--- src/rtl/sample_window_if.sv ---
// ---------------------------------------------------------------------------
// sample_window_if
//
// Bundles the control, sample and observation signals of sample_window_reg.
// WIDTH and DEPTH must match the parameters of the attached register.
//
//   master : drives load, clear, d, tap_sel; observes the window outputs
//   slave  : the window register itself
//
//   load      1      shift d into the newest stage on the next edge
//   clear     1      zero the whole window on the next edge (beats load)
//   d         WIDTH  unsigned sample in
//   tap_sel   TW     stage index for q_tap (0 = newest)
//   q_newest  WIDTH  newest stage
//   q_oldest  WIDTH  oldest stage
//   q_tap     WIDTH  selected stage, 0 when tap_sel >= DEPTH
//   count     CW     number of valid entries, 0..DEPTH
//   full      1      count == DEPTH
//   sum       SW     unsigned sum of all stages
// ---------------------------------------------------------------------------
interface sample_window_if #(
  parameter int WIDTH = 8,
  parameter int DEPTH = 16
);
  localparam int CW = $clog2(DEPTH + 1);
  localparam int TW = $clog2(DEPTH);
  localparam int SW = WIDTH + $clog2(DEPTH);

  logic             load;
  logic             clear;
  logic [WIDTH-1:0] d;
  logic [TW-1:0]    tap_sel;
  logic [WIDTH-1:0] q_newest;
  logic [WIDTH-1:0] q_oldest;
  logic [WIDTH-1:0] q_tap;
  logic [CW-1:0]    count;
  logic             full;
  logic [SW-1:0]    sum;

  modport master (
    output load, clear, d, tap_sel,
    input  q_newest, q_oldest, q_tap, count, full, sum
  );

  modport slave (
    input  load, clear, d, tap_sel,
    output q_newest, q_oldest, q_tap, count, full, sum
  );
endinterface

--- src/rtl/sample_window_reg.sv ---
// ---------------------------------------------------------------------------
// sample_window_reg
//
// WIDTH-bit by DEPTH-entry sample window: a shift register with synchronous
// load and clear, a saturating fill counter, a full flag, a selectable tap
// and a running window sum. Feeds the tuner's averaging and period-detection
// logic with the last DEPTH samples and their sum every cycle.
//
// Ports:
//   clk    rising-edge clock
//   reset  asynchronous, active-low reset (deassertion synchronised upstream)
//   bus    sample_window_if.slave (load/clear/d/tap_sel in; window out)
// ---------------------------------------------------------------------------
module sample_window_reg #(
  parameter int WIDTH = 8,
  parameter int DEPTH = 16
) (
  input logic             clk,
  input logic             reset,
  sample_window_if.slave  bus
);

  localparam int CW = $clog2(DEPTH + 1);
  localparam int TW = $clog2(DEPTH);
  localparam int SW = WIDTH + $clog2(DEPTH);

  logic [WIDTH-1:0] stage_p0 [DEPTH];
  logic [CW-1:0]    count_p0;
  logic [SW-1:0]    sum_p0;

  // Fill counter saturates at DEPTH so full never drops while loading.
  function automatic logic [CW-1:0] count_sat_inc(input logic [CW-1:0] c);
    if (c == CW'(DEPTH)) begin
      return c;
    end
    return c + CW'(1);
  endfunction

  // Sliding sum: add the incoming sample, drop the outgoing one. Unfilled
  // stages are zero, so the same rule is exact before and after full. The
  // add is done one bit wider so the intermediate never wraps.
  function automatic logic [SW-1:0] window_sum(
    input logic [SW-1:0]    s,
    input logic [WIDTH-1:0] din,
    input logic [WIDTH-1:0] drop
  );
    logic [SW:0] acc;
    acc = {1'b0, s} + (SW+1)'(din);
    acc = acc - (SW+1)'(drop);
    return acc[SW-1:0];
  endfunction

  // ---- stage p0: window registers --------------------------------------
  always_ff @(posedge clk or negedge reset) begin
    if (!reset) begin
      for (int i = 0; i < DEPTH; i++) begin
        stage_p0[i] <= '0;
      end
      count_p0 <= '0;
      sum_p0   <= '0;
    end else if (bus.clear) begin
      for (int i = 0; i < DEPTH; i++) begin
        stage_p0[i] <= '0;
      end
      count_p0 <= '0;
      sum_p0   <= '0;
    end else if (bus.load) begin
      stage_p0[0] <= bus.d;
      for (int i = 1; i < DEPTH; i++) begin
        stage_p0[i] <= stage_p0[i-1];
      end
      count_p0 <= count_sat_inc(count_p0);
      sum_p0   <= window_sum(sum_p0, bus.d, stage_p0[DEPTH-1]);
    end
  end

  // ---- outputs: direct register taps plus combinational tap mux --------
  always_comb begin
    bus.q_tap = '0;
    for (int i = 0; i < DEPTH; i++) begin
      if (bus.tap_sel == TW'(i)) begin
        bus.q_tap = stage_p0[i];
      end
    end
  end

  assign bus.q_newest = stage_p0[0];
  assign bus.q_oldest = stage_p0[DEPTH-1];
  assign bus.count    = count_p0;
  assign bus.full     = (count_p0 == CW'(DEPTH));
  assign bus.sum      = sum_p0;

endmodule

--- src/flat_wrapper.sv ---
// flat-port wrapper written by rule: the top's interface ports become plain ports
module sample_window_reg_flat 
#(
  parameter int WIDTH = 8,
  parameter int DEPTH = 16
)
  (clk, reset, bus_load, bus_clear, bus_d, bus_tap_sel, bus_q_newest, bus_q_oldest, bus_q_tap, bus_count, bus_full, bus_sum);
  sample_window_if #(.WIDTH(WIDTH), .DEPTH(DEPTH)) bus_i ();
  input logic clk;
  input logic reset;
  input wire logic [$bits(bus_i.load)-1:0] bus_load;
  input wire logic [$bits(bus_i.clear)-1:0] bus_clear;
  input wire logic [$bits(bus_i.d)-1:0] bus_d;
  input wire logic [$bits(bus_i.tap_sel)-1:0] bus_tap_sel;
  output wire logic [$bits(bus_i.q_newest)-1:0] bus_q_newest;
  output wire logic [$bits(bus_i.q_oldest)-1:0] bus_q_oldest;
  output wire logic [$bits(bus_i.q_tap)-1:0] bus_q_tap;
  output wire logic [$bits(bus_i.count)-1:0] bus_count;
  output wire logic [$bits(bus_i.full)-1:0] bus_full;
  output wire logic [$bits(bus_i.sum)-1:0] bus_sum;
  assign bus_i.load = bus_load;
  assign bus_i.clear = bus_clear;
  assign bus_i.d = bus_d;
  assign bus_i.tap_sel = bus_tap_sel;
  assign bus_q_newest = bus_i.q_newest;
  assign bus_q_oldest = bus_i.q_oldest;
  assign bus_q_tap = bus_i.q_tap;
  assign bus_count = bus_i.count;
  assign bus_full = bus_i.full;
  assign bus_sum = bus_i.sum;
  sample_window_reg #(.WIDTH(WIDTH), .DEPTH(DEPTH)) u_core (.clk(clk), .reset(reset), .bus(bus_i));
endmodule
--- config.mk ---
export PLATFORM = sky130hd
export DESIGN_NAME = sample_window_reg_flat
export DESIGN_NICKNAME = d
export VERILOG_FILES = /design/src/rtl/sample_window_if.sv /design/src/rtl/sample_window_reg.sv /design/src/flat_wrapper.sv
export SDC_FILE = /design/constraint.sdc
export NUM_CORES = 1
export LEC_CHECK = 0
export CAP_MARGIN = 20
export CORE_MARGIN = 10
export CORE_UTILIZATION = 61
export DETAILED_ROUTE_END_ITERATION = 10
export DONT_BUFFER_PORTS = 1
export HOLD_SLACK_MARGIN = 0.15
export PLACE_DENSITY = 0.77
export SLEW_MARGIN = 20
export SYNTH_ARGS = -nofsm -noshare
export SYNTH_HDL_FRONTEND = slang
export SYNTH_SLANG_ARGS = --single-unit
--- constraint.sdc ---
create_clock -name clk -period 3.7 [get_ports clk]
set_input_delay 0 -clock clk [delete_from_list [all_inputs] [get_ports clk]]
set_output_delay 0 -clock clk [all_outputs]
set_load 0.005 [all_outputs]
=== Word-level counts from Yosys, hierarchy flattened ===
Index checks and enable logic that the tools add are counted.

* Flip-flop bits (word level): 145
* Bits of input ports: 16

* Reductions and logical operators: 3
* $add $sub $neg: 3
* Equal/unequal tests: 17
* Muxes and demuxes: 26

{| class="wikitable"
|+ Operator list
! operator !! number
|-
| 2-to-1 mux 128 bit || 2
|-
| 2-to-1 mux 8 bit || 16
|-
| equality test 4 bit, second input constant || 8
|-
| 2-to-1 mux 12 bit || 2
|-
| equality test 4 x 3 -> 1 bit, second input constant || 4
|-
| 2-to-1 mux 5 bit || 3
|-
| adder 12 x 8 -> 12 bit || 1
|-
| subtractor 12 x 8 -> 12 bit || 1
|-
| equality test 4 x 2 -> 1 bit, second input constant || 2
|-
| adder 5 x 1 -> 5 bit, second input constant || 1
|-
| equality test 5 bit, second input constant || 1
|-
| equality test 4 x 1 -> 1 bit, second input constant || 1
|-
| zero test 4 bit || 1
|-
| 2-to-1 mux 1 bit || 3
|-
| inequality test 3 bit, second input constant || 1
|-
| AND reduction 2 bit || 1
|-
| nonzero test 2 bit || 1
|}

=== Logic depth before layout (Yosys ltp) ===
Gate-level depths: netlist of run 1.

* Depth in word-level cells: 17
* Gate-level depth with buffers: 11
* Depth with buffers taken out: 11

=== Worst setup path before layout of run 1 ===
No wires, ideal clock.

* Path kind: reg2reg
* Start: register u_core.sum_p0[7], in the netlist u_core.bus.sum[7]
* End: register u_core.sum_p0[11], in the netlist u_core.bus.sum[11]
* Setup time: 0.128 ns
* Path buffers: 0
* Clock period less this slack: 2.895 ns
* Stages on the path, launching flop included: 11
* Setup slack: 0.805 ns
* Arrival time: 2.768 ns
* Cells stage by stage: dfrtp_1 > inv_1 > fa_1 > inv_1 > ha_1 > and2_4 > a221o_1 > a21o_1 > a221oi_2 > mux2i_1 > mux2_1

* Word-level cells in the longest chain between the ends: 4

{| class="wikitable"
|+ Ends and longest elaborated chain
! what !! line !! text
|-
| start, declared || sample_window_reg.sv:29 || <nowiki>logic [SW-1:0] sum_p0;</nowiki>
|-
| start signal, assigned || sample_window_reg.sv:73 || <nowiki>sum_p0 <= window_sum(sum_p0, bus.d, stage_p0[DEPTH-1]);</nowiki>
|-
| adder 12 x 8 -> 12 bit || sample_window_reg.sv:48 || <nowiki>acc = {1'b0, s} + (SW+1)'(din);</nowiki>
|-
| subtractor 12 x 8 -> 12 bit || sample_window_reg.sv:49 || <nowiki>acc = acc - (SW+1)'(drop);</nowiki>
|-
| 2-to-1 mux 12 bit || sample_window_reg.sv:67 || <nowiki>end else if (bus.load) begin</nowiki>
|-
| 2-to-1 mux 12 bit || sample_window_reg.sv:61 || <nowiki>end else if (bus.clear) begin</nowiki>
|}

Every way passes these cells. The select of a mux whose other input is x is not followed.
A chain may end at the register's enable or synchronous reset.

=== Final worst setup path of run 1 ===
* Start: register u_core.sum_p0[1], in the netlist u_core.bus.sum[1]
* End: register u_core.sum_p0[4], in the netlist u_core.bus.sum[4]

Same word-level chain as after synthesis.

==> reports/results.ini, run 1 <==
[cts]
h-tree-depth=4
cts-root-buf=clkbuf_16
clkLatencyLatePin_ps=430
clk_pin_slew_worst_paths_ps=60
cts_tree=done
clk_path_buf_depth=2
clock-sinks=145
cts-buffers-inserted=17

[critical_path]
max_stage_delay_ps=580
critPathMaxFanout=3
required_ps=4010
cp-start-kind=flip-flop
end_kind=flip-flop
path_class=reg2reg
crit_slowest_cell=dlygate4sd3_1
path_cells=inv_1 > fa_1 > inv_1 > fa_1 > a21o_1 > a21oi_1 > xnor2_1 > mux2i_1 > dlygate4sd3_1 > nor2_1 > dlygate4sd3_1
arrival_ps=3770

[power]
worst_ir_drop_vdd_v=0.000385
netSwitchingFraction_pct=28.7
switchingPower_uw=1240
sequentialPowerShare_pct=39.4
p_leak_uw=0.00461
p_int_uw=3080
combPwrFrac_pct=21.6
p_per_area_nw_per_um2=455
clock_power_share_pct=39.0
p_total_uw=4320

[sta]
period_needed_ps=3460
fin_ws_ps=242
finalHoldWorstSlack_ps=163
rsz0062_at_grt=false
final_hold_viol_count=0
fmax_ghz=0.289
worst_slew_pin_slew_ps=796
finalSetupTns_ps=0
slew-limit-headroom_pct=46.9
finalSetupViolations=0
skew_ps=7.29
slew_viol_final=0
fin_crit_sh_pct=93.5

[logic_synthesis]
synth_edf_count=0
yosysSeqAreaShare_pct=44.9
synthTopCellsByArea=dfrtp_1, mux2i_1, nor2_1
yosysUniqueCellTypes=56
synthFlopType=dfrtp_1
synth_most_common_cell=nor2_1
synth_cells=794
yosys.area.top_type=dfrtp_1
synth_area_um2=8080
synth_top_area_share_pct=44.9
ys_ff_latch=145
ys.warnings.count=0
async_flop_share_pct=100
synth_commonest_cells=nor2_1, mux2i_1, dfrtp_1, inv_1, clkbuf_1
synth_nets=832
postSynthAreaPerCell_um2=10.2

[routing]
ant_nets=0
route.detailed.drc=0
dr.pass1.iters=5
via_count=6176
wl_per_cell_um=20.8
drtIter0Drc=592
routed_wl_um=21200
viasPerCell=6.06

[place]
io_buffers=0
dp.final_hpwl_um=12000
placed_area_um2=7980
pre_cts_slack_ps=643
gp_congestion=0.873

[cells_and_area]
antenna_cells=0
nFillCells=858
multi_input_area_um2=3970
drive_gt1_share_pct=6.61
seqCellArea_um2=3630
nets=873
postLayoutCellArea_um2=9500
syn_to_final_growth_pct=17.5

[grt]
grt_max_degree=152
overflow=0
grt_pass1_wl_um=34600
grt_use_total_pct=23.9
grt_pass1_vias=6425
grt_antenna_before_repair=0

[die]
fp.coreArea_um2=12800
io_pins=58
core.rowCount=41
die_area_um2=18300
initial_utilization_pct=63.3
die_w_um=135
fp.dieH_um=135

[outcome]
outcome=finished, final reports clean

[worst_hold_path]
hp-class=in2async

[flow_run]
maxCapViolations=0

-- power by group through the flow --
stage	combinational, uW	clock (uW)	sequential, uW
after floorplan	717	0	1710
after global placement	731	0	1730
after detailed placement	754	0	1730
after CTS	908	1690	1710
after global routing	1040	1770	1710
final	934	1680	1700
-- kinds of logic after synthesis --
kind of cell             after synthesis  share of synthesized area [%]
AO/OA/AOI/OAI                        109                           9.03
adder cells (fa/ha/maj)               22                           4.15
flip-flops                           145                           44.9
multiplexers                         168                           22.9
buffers and inverters                109                           5.93
AND/OR/NAND/NOR                      232                           12.1
XOR/XNOR                               9                          0.975
-- flip-flops by register name (all words and copies together) (netlist names) --
signal,count
u_core.bus.q_newest,8
u_core.bus.q_oldest,8
u_core.bus.count,5
u_core.stage_p0,112
u_core.bus.sum,12
-- per-stage QoR --
| stage | cells | utilization (%) |
|---|---|---|
| floorplan | 794 | - |
| CTS | 1019 | 74.3 |
| global route | 1019 | 74.3 |
| detailed placement | 899 | 62.5 |
| global placement | 899 | 62.5 |
| finish | 1019 | 74.3 |
-- final timing paths --
kind / slack, ps / depth (start not counted) / start / end
max: 240 / 11 / u_core.bus.sum[1]$_DFFE_PN0P_ / u_core.bus.sum[4]$_DFFE_PN0P_
min: 160 / 2 / reset / u_core.bus.sum[9]$_DFFE_PN0P_
max reg2reg: 240 / 11 / u_core.bus.sum[1]$_DFFE_PN0P_ / u_core.bus.sum[4]$_DFFE_PN0P_
min reg2reg: 550 / 2 / u_core.stage_p0[36]$_DFFE_PN0P_ / u_core.stage_p0[36]$_DFFE_PN0P_
max in group asynchronous: 2860 / 2 / reset / u_core.stage_p0[10]$_DFFE_PN0P_
min in group clk: 160 / 3 / bus_load / u_core.bus.q_newest[4]$_DFFE_PN0P_
-- critical path, delay by kind of cell (launching register included) --
kind | cells | cell delay, ps
AOI/OAI and AO/OA | 2 | 400
xor gates and xnor gates | 1 | 110
adders and majority gates | 2 | 990
buffers and inverters | 4 | 1290
DFF | 1 | 390
muxes | 1 | 120
and+or+nand+nor | 1 | 40
-- area by class of cell --
| class | instances | area share [%] |
|---|---|---|
| multi-input cells | 540 | 41.9 |
| flip-flops and latches | 145 | 38.2 |
| repair buffers | 90 | 10.0 |
| clock buffers | 22 | 4.89 |
| well taps | 172 | 2.27 |
| inverters | 41 | 1.62 |
| clock inverters | 9 | 1.15 |
-- cell usage in the layout, fill, tap and decap left out, types with 4 or more instances in the layout --
cell / instances
mux2i_1: 148
inv_1: 41
dfrtp_1: 145
dlygate4sd3_1: 86
nor3_1: 11
xnor2_1: 4
nor2b_1: 8
fa_1: 8
mux2_2: 6
ha_1: 14
o22ai_1: 14
nand2b_1: 11
nor2_1: 162
a21oi_1: 26
a22oi_1: 5
clkbuf_16: 17
a211oi_1: 6
o21ai_0: 20
xor2_1: 5
nand2_1: 26
clkinvlp_4: 4
mux4_2: 13
-- repair_timing --
item | 4_1_cts | 5_1_grt
endpoints found under the hold margin | 292 | 0
setup buffers | 0 | 0
hold buffers | 89 | 0
gates resized for setup | 0 | 0
-- per-layer routing --
metal  vias to the layer above  share of wire, %  track usage (%)
li1                       2802                 -                -
met5                         -                 0                0
met4                         0               2.8             9.51
met3                        45               7.4             6.75
met2                       218                49             38.8
met1                      3111                40             29.5
Power figures use the tool's default switching activity.
==> run 2, diff against run 1 <==
Settings changed: ABC_AREA set to 1.
==> reports/results.ini, run 2 <==
[routing]
dr.pass1.iters=5  ; unchanged
wl_per_cell_um=17.9  ; was 20.8 um
via_count=6102  ; was 6176
ant_nets=0  ; unchanged
viasPerCell=5.92  ; was 6.06
drtIter0Drc=643  ; was 592
routed_wl_um=18400  ; was 21200 um
route.detailed.drc=0  ; unchanged

[die]
die_w_um=129  ; was 135 um
die_area_um2=16600  ; was 18300 um2
core.rowCount=39  ; was 41
fp.coreArea_um2=11500  ; was 12800 um2
io_pins=58  ; unchanged
initial_utilization_pct=62.9  ; was 63.3%
fp.dieH_um=129  ; was 135 um

[critical_path]
critPathMaxFanout=6  ; was 3
end_kind=flip-flop  ; unchanged
path_class=reg2reg  ; unchanged
arrival_ps=3030  ; was 3770 ps
regToRegSetupSlack_ps=980  ; was 240 ps
worstRegToRegCells=14  ; was 11
cp-start-kind=flip-flop  ; unchanged
r2r_end=u_core.bus.sum[11]$_DFFE_PN0P_  ; was u_core.bus.sum[4]$_DFFE_PN0P_
required_ps=4010  ; about the same
r2r-start=u_core.bus.sum[2]$_DFFE_PN0P_  ; was u_core.bus.sum[1]$_DFFE_PN0P_

[logic_synthesis]
ys.warnings.count=0  ; unchanged
synthTopCellsByArea=dfrtp_1, o22ai_1, inv_1  ; was dfrtp_1, mux2i_1, nor2_1
synth_edf_count=0  ; unchanged
synth_top_family_by_area=simple AND/OR/NAND/NOR gates  ; was multiplexers
synth_area_um2=7250  ; was 8080 um2
synthSimpleGateAreaFrac_pct=17.2  ; was 12.1%
synth_xor_area_share_pct=0.242  ; was 0.975%
yosysSeqAreaShare_pct=50.1  ; was 44.9%
ys_ff_latch=145  ; unchanged
synth_most_common_cell=inv_1  ; was nor2_1
yosys.area.top_type=dfrtp_1  ; unchanged
synth_cells=885  ; was 794
synthAdderAreaFrac_pct=4.63  ; was 4.15%
synthFlopType=dfrtp_1  ; unchanged
postSynthAreaPerCell_um2=8.19  ; was 10.2 um2
synth_top_area_share_pct=50.1  ; was 44.9%
synth_commonest_cells=inv_1, nand2_1, dfrtp_1, o22ai_1, nor2_1  ; was nor2_1, mux2i_1, dfrtp_1, inv_1, clkbuf_1
synth_nets=923  ; was 832
async_flop_share_pct=100  ; unchanged
yosysUniqueCellTypes=23  ; was 56
synth_compound_area_share_pct=14.7  ; was 9.03%
synth_mux_area_share_pct=0  ; was 22.9%

[sta]
fmax_ghz=0.368  ; was 0.289 GHz
fin_ws_ps=981  ; was 242 ps
finalSetupViolations=0  ; unchanged
period_needed_ps=2720  ; was 3460 ps
finalSetupTns_ps=0  ; unchanged
final_hold_viol_count=0  ; unchanged
rsz0062_at_grt=false  ; unchanged
finalHoldWorstSlack_ps=225  ; was 163 ps
skew_ps=5.99  ; was 7.29 ps
slew_viol_final=0  ; unchanged
fin_crit_sh_pct=73.5  ; was 93.5%
worst_slew_pin_slew_ps=1040  ; was 796 ps
slew-limit-headroom_pct=30.6  ; was 46.9%

[cts]
cts_tree=done  ; unchanged
cts-root-buf=clkbuf_16  ; unchanged
clk_path_buf_depth=2  ; unchanged
cts_resized=0  ; unchanged
clock-sinks=145  ; unchanged
clk_pin_slew_worst_paths_ps=60  ; about the same
clkLatencyLatePin_ps=420  ; was 430 ps
cts_hold_buf=14  ; was 89
cts_setup_buffers=0  ; unchanged
cts-buffers-inserted=17  ; unchanged
h-tree-depth=4  ; unchanged

[cells_and_area]
seqCellArea_um2=3630  ; unchanged
syn_to_final_growth_pct=11.2  ; was 17.5%
layout_commonest_cell=inv_1  ; was nor2_1
nFillCells=873  ; was 858
multi_input_area_um2=2660  ; was 3970 um2
antenna_cells=0  ; unchanged
drive_gt1_share_pct=5.41  ; was 6.61%
most-common-layout-cells=inv_1, nand2_1, dfrtp_1  ; was nor2_1, mux2i_1, dfrtp_1
nets=913  ; was 873
final_cells=1031  ; was 1019
largest-register=u_core.stage_p0  ; unchanged
largest_reg_flops=112  ; unchanged

[grt]
grt_max_degree=146  ; was 152
grt_antenna_before_repair=0  ; unchanged
overflow=0  ; unchanged
grt_use_total_pct=22.9  ; was 23.9%
grt_pass1_wl_um=29900  ; was 34600 um
use_met3_pct=6.90  ; was 6.75%
grt_use_met2_pct=35.5  ; was 38.8%
grt_pass1_vias=5890  ; was 6425
gr-usage-met1_pct=29.2  ; was 29.5%
grt_busiest_layer=met2  ; unchanged

[power]
worst_ir_drop_vdd_v=0.000336  ; was 0.000385 V
p_per_area_nw_per_um2=538  ; was 455 nW/um2
p_total_uw=4340  ; was 4320 uW
p_leak_uw=0.00361  ; was 0.00461 uW

[place]
pre_cts_slack_ps=1010  ; was 643 ps
gp_congestion=0.906  ; was 0.873
dp.final_hpwl_um=12700  ; was 12000 um
place_inst=985  ; was 899
io_buffers=0  ; unchanged

[outcome]
outcome=finished, final reports clean  ; unchanged

[worst_hold_path]
hp-class=in2async  ; unchanged

[flow_run]
maxCapViolations=0  ; unchanged

==> run 2: cell count changes in the layout (fill, tap and decap cells not counted), moves of 11 or more <==
cell	previous run	this run
nor2_1	162	56
mux2i_1	148	0
inv_1	41	183
o22ai_1	14	114
mux4_2	13	0
dlygate4sd3_1	86	13
o21ai_0	20	42
nand4_1	2	15
nand2_1	26	161
nand3_1	2	55
nand2b_1	11	0
==> run 2: kinds of logic (layout without fill, tap and decap cells) <==
| family | Yosys count | count (layout) |
|---|---|---|
| flip-flops | 145 | 145 |
| AND/OR/NAND/NOR | 297 | 297 |
| buffers and inverters | 236 | 239 |
| AO/OA/AOI/OAI | 183 | 183 |
| adder cells (fa/ha/maj) | 22 | 22 |
| XOR/XNOR | 2 | 2 |
==> run 2: critical path, stage by stage, from the launching register on <==
cell and delay, ps:
dfrtp_1 370, inv_1 90, fa_1 540, inv_1 40
ha_1 400, a21oi_1 110, o21ai_0 220, nand2_1 80
nand3_1 110, nand2_1 80, nand2_1 70, a21oi_1 80
or2_2 280, nand3_1 70, nand2_1 50
==> run 2: power by group <==
part / internal (uW) / switching, uW
combinational: 225 / 435
sequential: 1630 / 52.0
clock: 1340 / 646
total: 3200 / 1130
==> run 2: layout make-up <==
type | count | area share (%)
flip-flops and latches | 145 | 45.0
multi-input cells | 504 | 33.1
inverters | 188 | 8.79
clock buffers | 20 | 5.55
clock inverters | 12 | 2.92
repair buffers | 19 | 2.42
well taps | 143 | 2.22
==> run 2: worst max path at each step <==
stage                                  start                        endpoint  cells past startpoint
3_3_place_gp   u_core.bus.sum[2]$_DFFE_PN0P_  u_core.bus.sum[11]$_DFFE_PN0P_                     14
5_1_grt        u_core.bus.sum[2]$_DFFE_PN0P_   u_core.bus.sum[7]$_DFFE_PN0P_                     13
3_5_place_dp   u_core.bus.sum[2]$_DFFE_PN0P_  u_core.bus.sum[11]$_DFFE_PN0P_                     14
4_1_cts        u_core.bus.sum[2]$_DFFE_PN0P_  u_core.bus.sum[11]$_DFFE_PN0P_                     14
6_report       u_core.bus.sum[2]$_DFFE_PN0P_  u_core.bus.sum[11]$_DFFE_PN0P_                     14
2_1_floorplan  u_core.bus.sum[2]$_DFFE_PN0P_  u_core.bus.sum[11]$_DFFE_PN0P_                     14
==> run 2: metal layers <==
metal  part of all wire, %  wire, um
met1                    42      7710
met2                    47      8700
met5                     0         0
met3                   7.9      1470
met4                   3.1       570
==> run 2: through the flow <==
stage                     area, um2  util (%)
after global routing           8060      69.9
after global placement         7220      62.7
after floorplan                7250         -
after detailed placement       7220      62.7
final                          8060      69.9
after CTS                      8060      69.9
==> run 3, diff against run 2 <==
Clock period 3.7 ns to 2.7 ns, I/O delays scaled along.
==> reports/results.ini, run 3 (same netlist as run 2, synthesis figures left out) <==
[critical_path]
r2r_end=u_core.bus.sum[11]$_DFFE_PN0P_  ; unchanged
startpoint=u_core.bus.sum[2]$_DFFE_PN0P_  ; unchanged
r2r-start=u_core.bus.sum[2]$_DFFE_PN0P_  ; unchanged
regToRegSetupSlack_ps=140  ; was 980 ps
crit_end=u_core.bus.sum[11]$_DFFE_PN0P_  ; unchanged
required_ps=3020  ; was 4010 ps
cp-start-kind=flip-flop  ; unchanged
arrival_ps=2880  ; was 3030 ps
cp.depth=14  ; unchanged
end_kind=flip-flop  ; unchanged
critPathTopFamily=simple AND/OR/NAND/NOR gates  ; was adder cells
path_class=reg2reg  ; unchanged
critPathMaxFanout=6  ; unchanged
cpMostUsedCell=nand2_1  ; unchanged
crit_buf_inv=2  ; unchanged
max_stage_delay_ps=540  ; about the same
crit_slowest_cell=fa_1  ; unchanged
worstRegToRegCells=14  ; unchanged
path_cells=inv_1 > fa_1 > inv_1 > ha_4 > nand2_1 > nor2_2 > nand3_1 > nand3_2 > nand2_1 > nand2_1 > a21oi_1 > or2_2 > nand3_1 > nand2_1  ; was inv_1 > fa_1 > inv_1 > ha_1 > a21oi_1 > o21ai_0 > nand2_1 > nand3_1 > nand2_1 > nand2_1 > a21oi_1 > or2_2 > nand3_1 > nand2_1

[place]
dp.final_hpwl_um=13000  ; was 12700 um
placed_area_um2=7280  ; was 7220 um2
place_inst=990  ; was 985
io_buffers=0  ; unchanged
gp_congestion=0.917  ; was 0.906

[power]
netSwitchingFraction_pct=29.7  ; was 26.1%
p_leak_uw=0.00357  ; was 0.00361 uW
p_per_area_nw_per_um2=688  ; was 538 nW/um2
p_int_uw=3900  ; was 3200 uW
clock_power_share_pct=41.1  ; was 45.9%
sequentialPowerShare_pct=41.6  ; was 38.9%
switchingPower_uw=1650  ; was 1130 uW
worst_ir_drop_vdd_v=0.000447  ; was 0.000336 V
combPwrFrac_pct=17.3  ; was 15.2%

[flow_run]
maxCapViolations=0  ; unchanged

[cts]
cts_hold_buf=12  ; was 14
cts-root-buf=clkbuf_16  ; unchanged
h-tree-depth=4  ; unchanged
clock-sinks=145  ; unchanged
cts_tree=done  ; unchanged
clk_pin_slew_worst_paths_ps=60  ; about the same
clkLatencyLatePin_ps=430  ; was 420 ps
cts-buffers-inserted=17  ; unchanged
clk_path_buf_depth=2  ; unchanged

[cells_and_area]
final_cells=1034  ; was 1031
nFillCells=898  ; was 873
antenna_cells=0  ; unchanged
drive_gt1_share_pct=7.30  ; was 5.41%
syn_to_final_growth_pct=11.1  ; was 11.2%
layout_commonest_cell=inv_1  ; unchanged
most-common-layout-cells=inv_1, nand2_1, dfrtp_1  ; unchanged
largest-register=u_core.stage_p0  ; unchanged
post-route-util_pct=69.9  ; about the same
largest_reg_flops=112  ; unchanged
nets=916  ; was 913
postLayoutCellArea_um2=8050  ; was 8060 um2

[sta]
fmax_ghz=0.391  ; was 0.368 GHz
slew-limit-headroom_pct=44.7  ; was 30.6%
skew_ps=8.53  ; was 5.99 ps
slew_viol_final=0  ; unchanged
finalSetupViolations=0  ; unchanged
period_needed_ps=2560  ; was 2720 ps
fin_crit_sh_pct=94.7  ; was 73.5%
worst_slew_pin_slew_ps=829  ; was 1040 ps
finalHoldWorstSlack_ps=-740  ; was 225 ps
final_hold_viol_count=145  ; was 0

[grt]
grt_max_degree=146  ; unchanged
overflow=0  ; unchanged
grt_antenna_before_repair=0  ; unchanged
grt_use_total_pct=23.1  ; was 22.9%
grt_pass1_wl_um=30400  ; was 29900 um
grt_pass1_vias=6021  ; was 5890

[routing]
via_count=6105  ; was 6102
routed.top_layer=met4  ; unchanged
dr_wl_met3_um=1430  ; was 1470 um
dr.pass1.iters=8  ; was 5
drtIter0Drc=821  ; was 643
wl_per_cell_um=18.1  ; was 17.9 um
viasPerCell=5.90  ; was 5.92
routed_wl_um=18700  ; was 18400 um
wl_met2_um=9080  ; was 8700 um
route.detailed.drc=0  ; unchanged
wl_met1_um=7670  ; was 7710 um
ant_nets=0  ; unchanged

[die]
core.rowCount=39  ; unchanged
fp.dieH_um=129  ; unchanged
die_area_um2=16600  ; unchanged
initial_utilization_pct=62.9  ; unchanged
io_pins=58  ; unchanged
die_w_um=129  ; unchanged
fp.coreArea_um2=11500  ; unchanged

[outcome]
outcome=finished, violations left  ; was finished, final reports clean
violations=hold timing

[worst_hold_path]
hp-class=in2async  ; unchanged

-- run 3: power groups by stage --
stage	combinational (uW)	sequential [uW]	clock, uW
after floorplan	663	2320	0
after CTS	856	2310	2300
after detailed placement	833	2350	0
after global placement	809	2350	0
final	958	2310	2280
after global routing	1080	2320	2380
-- run 3: worst register-to-register path, stage by stage (launching register included) --
cell and delay [ps]:
dfrtp_1 380, inv_1 90, fa_1 540, inv_1 70, ha_4 310, nand2_1 90
nor2_2 170, nand3_1 120, nand3_2 110, nand2_1 70, nand2_1 60, a21oi_1 70
or2_2 270, nand3_1 70, nand2_1 50
-- run 3: timing repair --
| action | CTS | global route |
|---|---|---|
| setup buffers | 0 | 0 |
| setup endpoints to repair | 0 | 3 |
| endpoints found under the hold margin | 187 | 145 |
| resized for setup | 0 | 14 |
-- run 3: layout make-up --
cell class	count	area [um2]	area share (%)
sequential	145	3630	45.1
timing repair buffer	22	220	2.74
tap	143	179	2.22
inverter	188	708	8.80
clock inverter	15	150	1.86
clock buffer	17	425	5.28
multi-input combinational	504	2740	34.0
-- run 3: layer usage --
layer	vias to the layer above	global-route usage [%]
met4	0	10.1
met5	-	0
met1	2980	29.0
met3	34	6.65
met2	251	36.7
li1	2840	-
-- run 3: worst min path at each step --
stage / slack, ps / from / endpoint
after global routing: -750 / reset / u_core.bus.count[0]$_DFFE_PN0P_
after detailed placement: -290 / reset / u_core.bus.count[0]$_DFFE_PN0P_
after floorplan: -300 / reset / u_core.bus.count[0]$_DFFE_PN0P_
after CTS: -750 / reset / u_core.stage_p0[63]$_DFFE_PN0P_
final: -740 / reset / u_core.bus.count[0]$_DFFE_PN0P_
after global placement: -290 / reset / u_core.bus.count[0]$_DFFE_PN0P_
-- run 3: metrics by stage --
stage	setup slack, ps	hold WS (ps)	total power [uW]	setup TNS (ps)
final	142	-740	5540	0
after global routing	-50.1	-747	5780	-59.0
after CTS	16.2	-747	5460	0
after detailed placement	35.3	-291	3180	0
after global placement	120	-291	3160	0
after floorplan	301	-296	2990	0
